--- src/rtl/pattern_scan_ctrl.sv ---
// ---------------------------------------------------------------------------
// pattern_scan_ctrl
//
// Stream-level front-end for the bit-serial pattern detector. Words arrive
// over a valid/ready handshake, are serialized MSB-first through a sliding
// match window and every (overlapping) occurrence of the pattern is counted.
// Window, fill level, count and pattern persist across the words of a stream,
// so matches that straddle word boundaries are found. The per-stream hit
// count is returned over a second valid/ready handshake.
//
// Optional feature: define PSC_OVF_EN to add the ovf output, which flags a
// match that arrived while the hit counter was already saturated.
//
// Ports:
//   clk        clock, rising edge
//   rst        asynchronous active-low reset
//   in_valid   input word valid
//   in_ready   controller can accept a word (registered)
//   in_data    word to scan, MSB shifted first
//   in_last    word is the final word of the stream
//   pat        pattern, MSB = oldest bit; sampled on the first word of a stream
//   ser_bit    bit currently entering the window (registered)
//   ser_valid  ser_bit is meaningful (registered)
//   hit        one-cycle pulse per match, cycle after the completing bit
//   out_valid  stream result valid (registered)
//   out_ready  consumer accepts the result
//   out_count  hits in the stream, saturating (registered)
//   ovf        counter overflowed in this stream (PSC_OVF_EN only)
// ---------------------------------------------------------------------------
module pattern_scan_ctrl #(
    parameter int DATA_W = 16,
    parameter int PAT_W  = 3,
    parameter int CNT_W  = 8
) (
    input  logic              clk,
    input  logic              rst,
    input  logic              in_valid,
    output logic              in_ready,
    input  logic [DATA_W-1:0] in_data,
    input  logic              in_last,
    input  logic [PAT_W-1:0]  pat,
    output logic              ser_bit,
    output logic              ser_valid,
    output logic              hit,
    output logic              out_valid,
    input  logic              out_ready,
`ifdef PSC_OVF_EN
    output logic [CNT_W-1:0]  out_count,
    output logic              ovf
`else
    output logic [CNT_W-1:0]  out_count
`endif
);

    localparam int IDX_W  = (DATA_W > 1) ? $clog2(DATA_W) : 1;
    localparam int FILL_W = $clog2(PAT_W + 1);

    localparam logic [IDX_W-1:0]  IDX_LAST  = IDX_W'(DATA_W - 1);
    localparam logic [FILL_W-1:0] FILL_FULL = FILL_W'(PAT_W);
    localparam logic [FILL_W-1:0] FILL_CMP  = FILL_W'(PAT_W - 1);

    typedef enum logic [1:0] {
        IDLE   = 2'd0,
        SHIFT  = 2'd1,
        REPORT = 2'd2
    } state_t;

    state_t              state_r;
    logic                in_ready_r;
    logic [DATA_W-1:0]   word_r;      // remaining bits, next bit at MSB
    logic                last_r;
    logic [PAT_W-1:0]    pat_r;
    logic [IDX_W-1:0]    idx_r;
    logic [PAT_W-1:0]    window_r;
    logic [FILL_W-1:0]   fill_r;
    logic [CNT_W-1:0]    count_r;
    logic                ser_bit_r;
    logic                ser_valid_r;
    logic                hit_r;
    logic                out_valid_r;
    logic [CNT_W-1:0]    out_count_r;
`ifdef PSC_OVF_EN
    logic                ovf_r;
`endif

    logic [PAT_W-1:0]    window_next_s;
    logic [FILL_W-1:0]   fill_next_s;
    logic [CNT_W-1:0]    count_next_s;
    logic                match_s;
    logic                count_sat_s;
    logic                new_stream_s;

    // Saturating increment of the hit counter.
    function automatic logic [CNT_W-1:0] sat_inc(input logic [CNT_W-1:0] value,
                                                 input logic              en);
        logic [CNT_W-1:0] result;
        if (en && (value != {CNT_W{1'b1}})) begin
            result = value + {{(CNT_W-1){1'b0}}, 1'b1};
        end else begin
            result = value;
        end
        return result;
    endfunction

    // Window update and match detection for the bit currently on ser_bit.
    always_comb begin
        window_next_s = {window_r[PAT_W-2:0], ser_bit_r};
        count_sat_s   = (count_r == {CNT_W{1'b1}});
        new_stream_s  = (fill_r == {FILL_W{1'b0}}) && (count_r == {CNT_W{1'b0}});
        if (fill_r == FILL_FULL) begin
            fill_next_s = fill_r;
        end else begin
            fill_next_s = fill_r + {{(FILL_W-1){1'b0}}, 1'b1};
        end
        // The window is only trusted once PAT_W-1 history bits are present.
        if ((state_r == SHIFT) && (fill_r >= FILL_CMP) && (window_next_s == pat_r)) begin
            match_s = 1'b1;
        end else begin
            match_s = 1'b0;
        end
        count_next_s = sat_inc(count_r, match_s);
    end

    // Controller state machine with registered outputs.
    always_ff @(posedge clk or negedge rst) begin
        if (!rst) begin
            state_r     <= IDLE;
            in_ready_r  <= 1'b0;
            word_r      <= {DATA_W{1'b0}};
            last_r      <= 1'b0;
            pat_r       <= {PAT_W{1'b0}};
            idx_r       <= {IDX_W{1'b0}};
            window_r    <= {PAT_W{1'b0}};
            fill_r      <= {FILL_W{1'b0}};
            count_r     <= {CNT_W{1'b0}};
            ser_bit_r   <= 1'b0;
            ser_valid_r <= 1'b0;
            hit_r       <= 1'b0;
            out_valid_r <= 1'b0;
            out_count_r <= {CNT_W{1'b0}};
`ifdef PSC_OVF_EN
            ovf_r       <= 1'b0;
`endif
        end else begin
            case (state_r)
                IDLE: begin
                    hit_r      <= 1'b0;
                    in_ready_r <= 1'b1;
                    if (in_valid && in_ready_r) begin
                        // First bit goes straight to ser_bit; the rest wait in word_r.
                        ser_bit_r   <= in_data[DATA_W-1];
                        ser_valid_r <= 1'b1;
                        word_r      <= {in_data[DATA_W-2:0], 1'b0};
                        last_r      <= in_last;
                        idx_r       <= {IDX_W{1'b0}};
                        in_ready_r  <= 1'b0;
                        state_r     <= SHIFT;
                        // Pattern is frozen for the whole stream.
                        if (new_stream_s) begin
                            pat_r <= pat;
                        end
                    end
                end
                SHIFT: begin
                    window_r <= window_next_s;
                    fill_r   <= fill_next_s;
                    count_r  <= count_next_s;
                    hit_r    <= match_s;
`ifdef PSC_OVF_EN
                    if (match_s && count_sat_s) begin
                        ovf_r <= 1'b1;
                    end
`endif
                    if (idx_r == IDX_LAST) begin
                        ser_bit_r   <= 1'b0;
                        ser_valid_r <= 1'b0;
                        if (last_r) begin
                            out_valid_r <= 1'b1;
                            out_count_r <= count_next_s;
                            state_r     <= REPORT;
                        end else begin
                            in_ready_r <= 1'b1;
                            state_r    <= IDLE;
                        end
                    end else begin
                        ser_bit_r <= word_r[DATA_W-1];
                        word_r    <= {word_r[DATA_W-2:0], 1'b0};
                        idx_r     <= idx_r + {{(IDX_W-1){1'b0}}, 1'b1};
                    end
                end
                REPORT: begin
                    hit_r <= 1'b0;
                    if (out_ready) begin
                        out_valid_r <= 1'b0;
                        out_count_r <= {CNT_W{1'b0}};
                        count_r     <= {CNT_W{1'b0}};
                        window_r    <= {PAT_W{1'b0}};
                        fill_r      <= {FILL_W{1'b0}};
`ifdef PSC_OVF_EN
                        ovf_r       <= 1'b0;
`endif
                        in_ready_r  <= 1'b1;
                        state_r     <= IDLE;
                    end
                end
                default: begin
                    in_ready_r  <= 1'b0;
                    ser_valid_r <= 1'b0;
                    hit_r       <= 1'b0;
                    out_valid_r <= 1'b0;
                    state_r     <= IDLE;
                end
            endcase
        end
    end

    assign in_ready  = in_ready_r;
    assign ser_bit   = ser_bit_r;
    assign ser_valid = ser_valid_r;
    assign hit       = hit_r;
    assign out_valid = out_valid_r;
    assign out_count = out_count_r;
`ifdef PSC_OVF_EN
    assign ovf       = ovf_r;
`endif

endmodule
--- config.mk ---
export PLATFORM = sky130hd
export DESIGN_NAME = pattern_scan_ctrl
export DESIGN_NICKNAME = d
export VERILOG_FILES = /design/src/rtl/pattern_scan_ctrl.sv
export SDC_FILE = /design/constraint.sdc
export NUM_CORES = 1
export LEC_CHECK = 0
export ABC_AREA = 1
export BUFFER_PORTS_ARGS = -buffer_cell sky130_fd_sc_hd__buf_2
export CORE_MARGIN = 2
export CORE_UTILIZATION = 30
export DETAILED_ROUTE_END_ITERATION = 6
export SETUP_SLACK_MARGIN = 0.2
export SLEW_MARGIN = 10
export SYNTH_ARGS = -nofsm -noshare
export SYNTH_HDL_FRONTEND = slang
export SYNTH_SLANG_ARGS = --single-unit
--- constraint.sdc ---
create_clock -name clk -period 5.03 [get_ports clk]
set_input_delay 0.503 -clock clk [delete_from_list [all_inputs] [get_ports clk]]
set_output_delay 0.503 -clock clk [all_outputs]
set_load 0.02 [all_outputs]
==> results_dict.tcl <==
set metrics [dict create \
    outcome "finished, final reports clean" \
    cts_sinks 50 \
    ff_latch_area_mm2 0.00125 \
    clockBufferDepth 2 \
    die_y_um 98.7 \
    clock_latency_ns 0.31 \
    antenna_cells 0 \
    power.density_mw_per_mm2 553 \
    synth-edff-count 0 \
    hold_ws_ns 0.295 \
    dp_hpwl_mm 4.23 \
    reg2reg_slack_ns 2.25 \
    start_util_pct 30.9 \
    cp-start-kind "register" \
    drt_pass1_iterations 4 \
    slew_headroom_pct 42.5 \
    worst-endpoint-required_ns 5.25 \
    clock.fmax_ghz 0.360 \
    hold_class "in -> async" \
    clkTransAtPathRegs_ns 0.10 \
    drc 0 \
    first_iter_violations 104 \
    io_pins 37 \
    cp_data_arrival_time_ns 2.99 \
    finClkSkew_ns 0.0123 \
    drive_gt1_share_pct 14.2 \
    worstSetupPathType "reg -> reg" \
    rsz0062_at_grt "no" \
    cts_tree "built" \
    setup.worst_path.end_class "register" \
    grt-ovfl-total 0 \
    antenna_left 0 \
    async_reset_ff_share_pct 100 \
    grt_pass1_vias 2273 \
    ys_ff_latch 50 \
    dp_slack_ns 2.23 \
    rows 34 \
    ys_seq_area_share_pct 46.5 \
    r2r_cells 8 \
    wire_per_inst_um 12.0 \
    rr_endpoint "idx_r[0]" \
    core_mm2 0.00872 \
    vias 2317 \
    synth_cell_types 28 \
    syn_area_mm2 0.00269 \
    synth_top_cell_area_share_pct 46.5 \
    syn_to_final_growth_pct 14.2 \
    placed_area_mm2 0.00296 \
    portBuffers 36 \
    p_leak_nw 1.60 \
    fin_setup_tns_ns 0 \
    final_max_slew_viol_count 0 \
    tightest_slew_ns 0.862 \
    grt_use_total_pct 13.0 \
    finalCritPeriodShare_pct 55.2 \
    ys.flop_type "dfrtp_1" \
    vias_per_cell 4.69 \
    numCtsBuffers 5 \
    gp_congestion 0.830 \
    postSynthNetCount 386 \
    final_area_mm2 0.00307 \
    drv_cap 0 \
    synth_area_per_cell_um2 7.65 \
    cp_max_fo 30 \
    ctsHtreeMaxLevel 2 \
    period_minus_slack_ns 2.78 \
    cp-startpoint "state_r[1]" \
    synth_area_leaders "dfrtp_1 46%, nand2_1 18%, nand3_1 5.8%" \
    multiInputGateArea_mm2 0.00126 \
    die-width_um 98.7 \
    ys_warn_count 0 \
    synthCells 352 \
    finalSetupViolations 0 \
    die_area_mm2 0.00975 \
    fin_ws_ns 2.25 \
    postCtsSetupBuffers 0 \
    fillers 921 \
    grt_max_degree 51 \
    ir_worst_vdd_mv 0.249 \
    antenna_found_initial 0 \
    endpoint "idx_r[0]" \
    root_buffer "clkbuf_8" \
    post_cts_resized 0 \
    postCtsHoldBufs 0 \
    synth_top_area_cell "dfrtp_1" \
    routed_wl_mm 5.94 \
    regToRegStartpoint "state_r[1]" \
    fin_nets 419 \
    hold_viol_final 0 \
    grt_pass1_wl_mm 10.5 \
]
==> state kept, by name (all words and copies together) (netlist names) <==
register and cells:
count_r 8, fill_r 2, hit 1, idx_r 4, in_ready 1, last_r 1, out_count 8, out_valid 1
pat_r 3, ser_bit 1, ser_valid 1, state_r 2, window_r 2, word_r 15
==> synthesized netlist by cell type (2+ instances only) <==
cell and count:
nor2_4 2, buf_4 2, buf_1 2, o22ai_1 3, inv_1 30, nand4_1 9
o21ai_0 9, ha_1 10, clkbuf_1 3, nor2_1 33, a31oi_1 15, a21oi_1 2
xnor2_1 4, nand3_1 31, dfrtp_1 50, o21ai_2 2, buf_2 4, nand2_1 127
o31ai_1 2, inv_2 4
==> per-layer routing <==
layer	vias up	wire length [um]	GRT usage, %
li1	1202	-	-
met1	1062	2840	17.1
met2	48	2840	22.0
met3	5	229	2.34
met4	0	31	3.48
met5	-	0	0
==> critical path: stages, from the launching register on <==
cell     delay (ns)
dfrtp_1        0.40
inv_1          0.09
ha_1           0.72
inv_2          0.41
o21ai_2        0.30
o21ai_2        0.14
inv_2          0.36
o21ai_1        0.12
o21a_1         0.12
==> cell type report <==
type,instances,area share [%]
clock buffers,5,2.24
clock inverters,3,1.42
inverters,34,4.15
multi-input cells,257,41.0
flip-flops and latches,50,40.7
well taps,108,4.40
repair buffers,37,6.11
==> power by group <==
part	total, mW	internal (mW)	switching (mW)
clock network	0.293	0.149	0.143
registers	0.635	0.539	0.0962
logic	0.774	0.245	0.529
==> layout by cell type, fill, tap and decap left out, types with 2 or more instances in the layout <==
master,count
dfrtp_1,50
o21ai_0,9
inv_2,4
o31ai_1,2
nor2_4,2
nand3_1,31
inv_1,30
buf_2,36
a21oi_1,2
nand2_1,127
o22ai_1,3
a31oi_1,15
xnor2_1,4
o21ai_2,2
ha_1,10
nor2_1,33
nand4_1,9
clkbuf_8,5
==> cell families (layout without fill, tap and decap cells) <==
family          after synthesis  count (layout)  synth area share, %
flops                        50              50                 46.5
simple gates                205             205                 31.7
compound gates               37              37                 8.83
xor+xnor                      5               5                 1.63
fa+ha+maj                    10              10                 4.65
buf+inv                      45              79                 6.74
==> worst min path at each step <==
stage	startpoint	to	slack (ns)	depth (start not counted)
6_report	rst	hit	0.29	2
3_5_place_dp	out_count[2]	out_count[2]	0.46	2
3_3_place_gp	out_count[3]	out_count[3]	0.46	2
5_1_grt	rst	idx_r[0]	0.35	2
2_1_floorplan	rst	count_r[0]	0.21	0
4_1_cts	rst	ser_bit	0.33	2
==> stage by stage <==
step	util, %	total power [mW]	cells
global placement	34.0	1.40	486
global route	35.3	1.87	494
finish	35.3	1.70	494
CTS	35.3	1.72	494
detailed placement	34.0	1.42	486
floorplan	-	1.24	352
No activity file was read; power rests on OpenSTA's default activity.
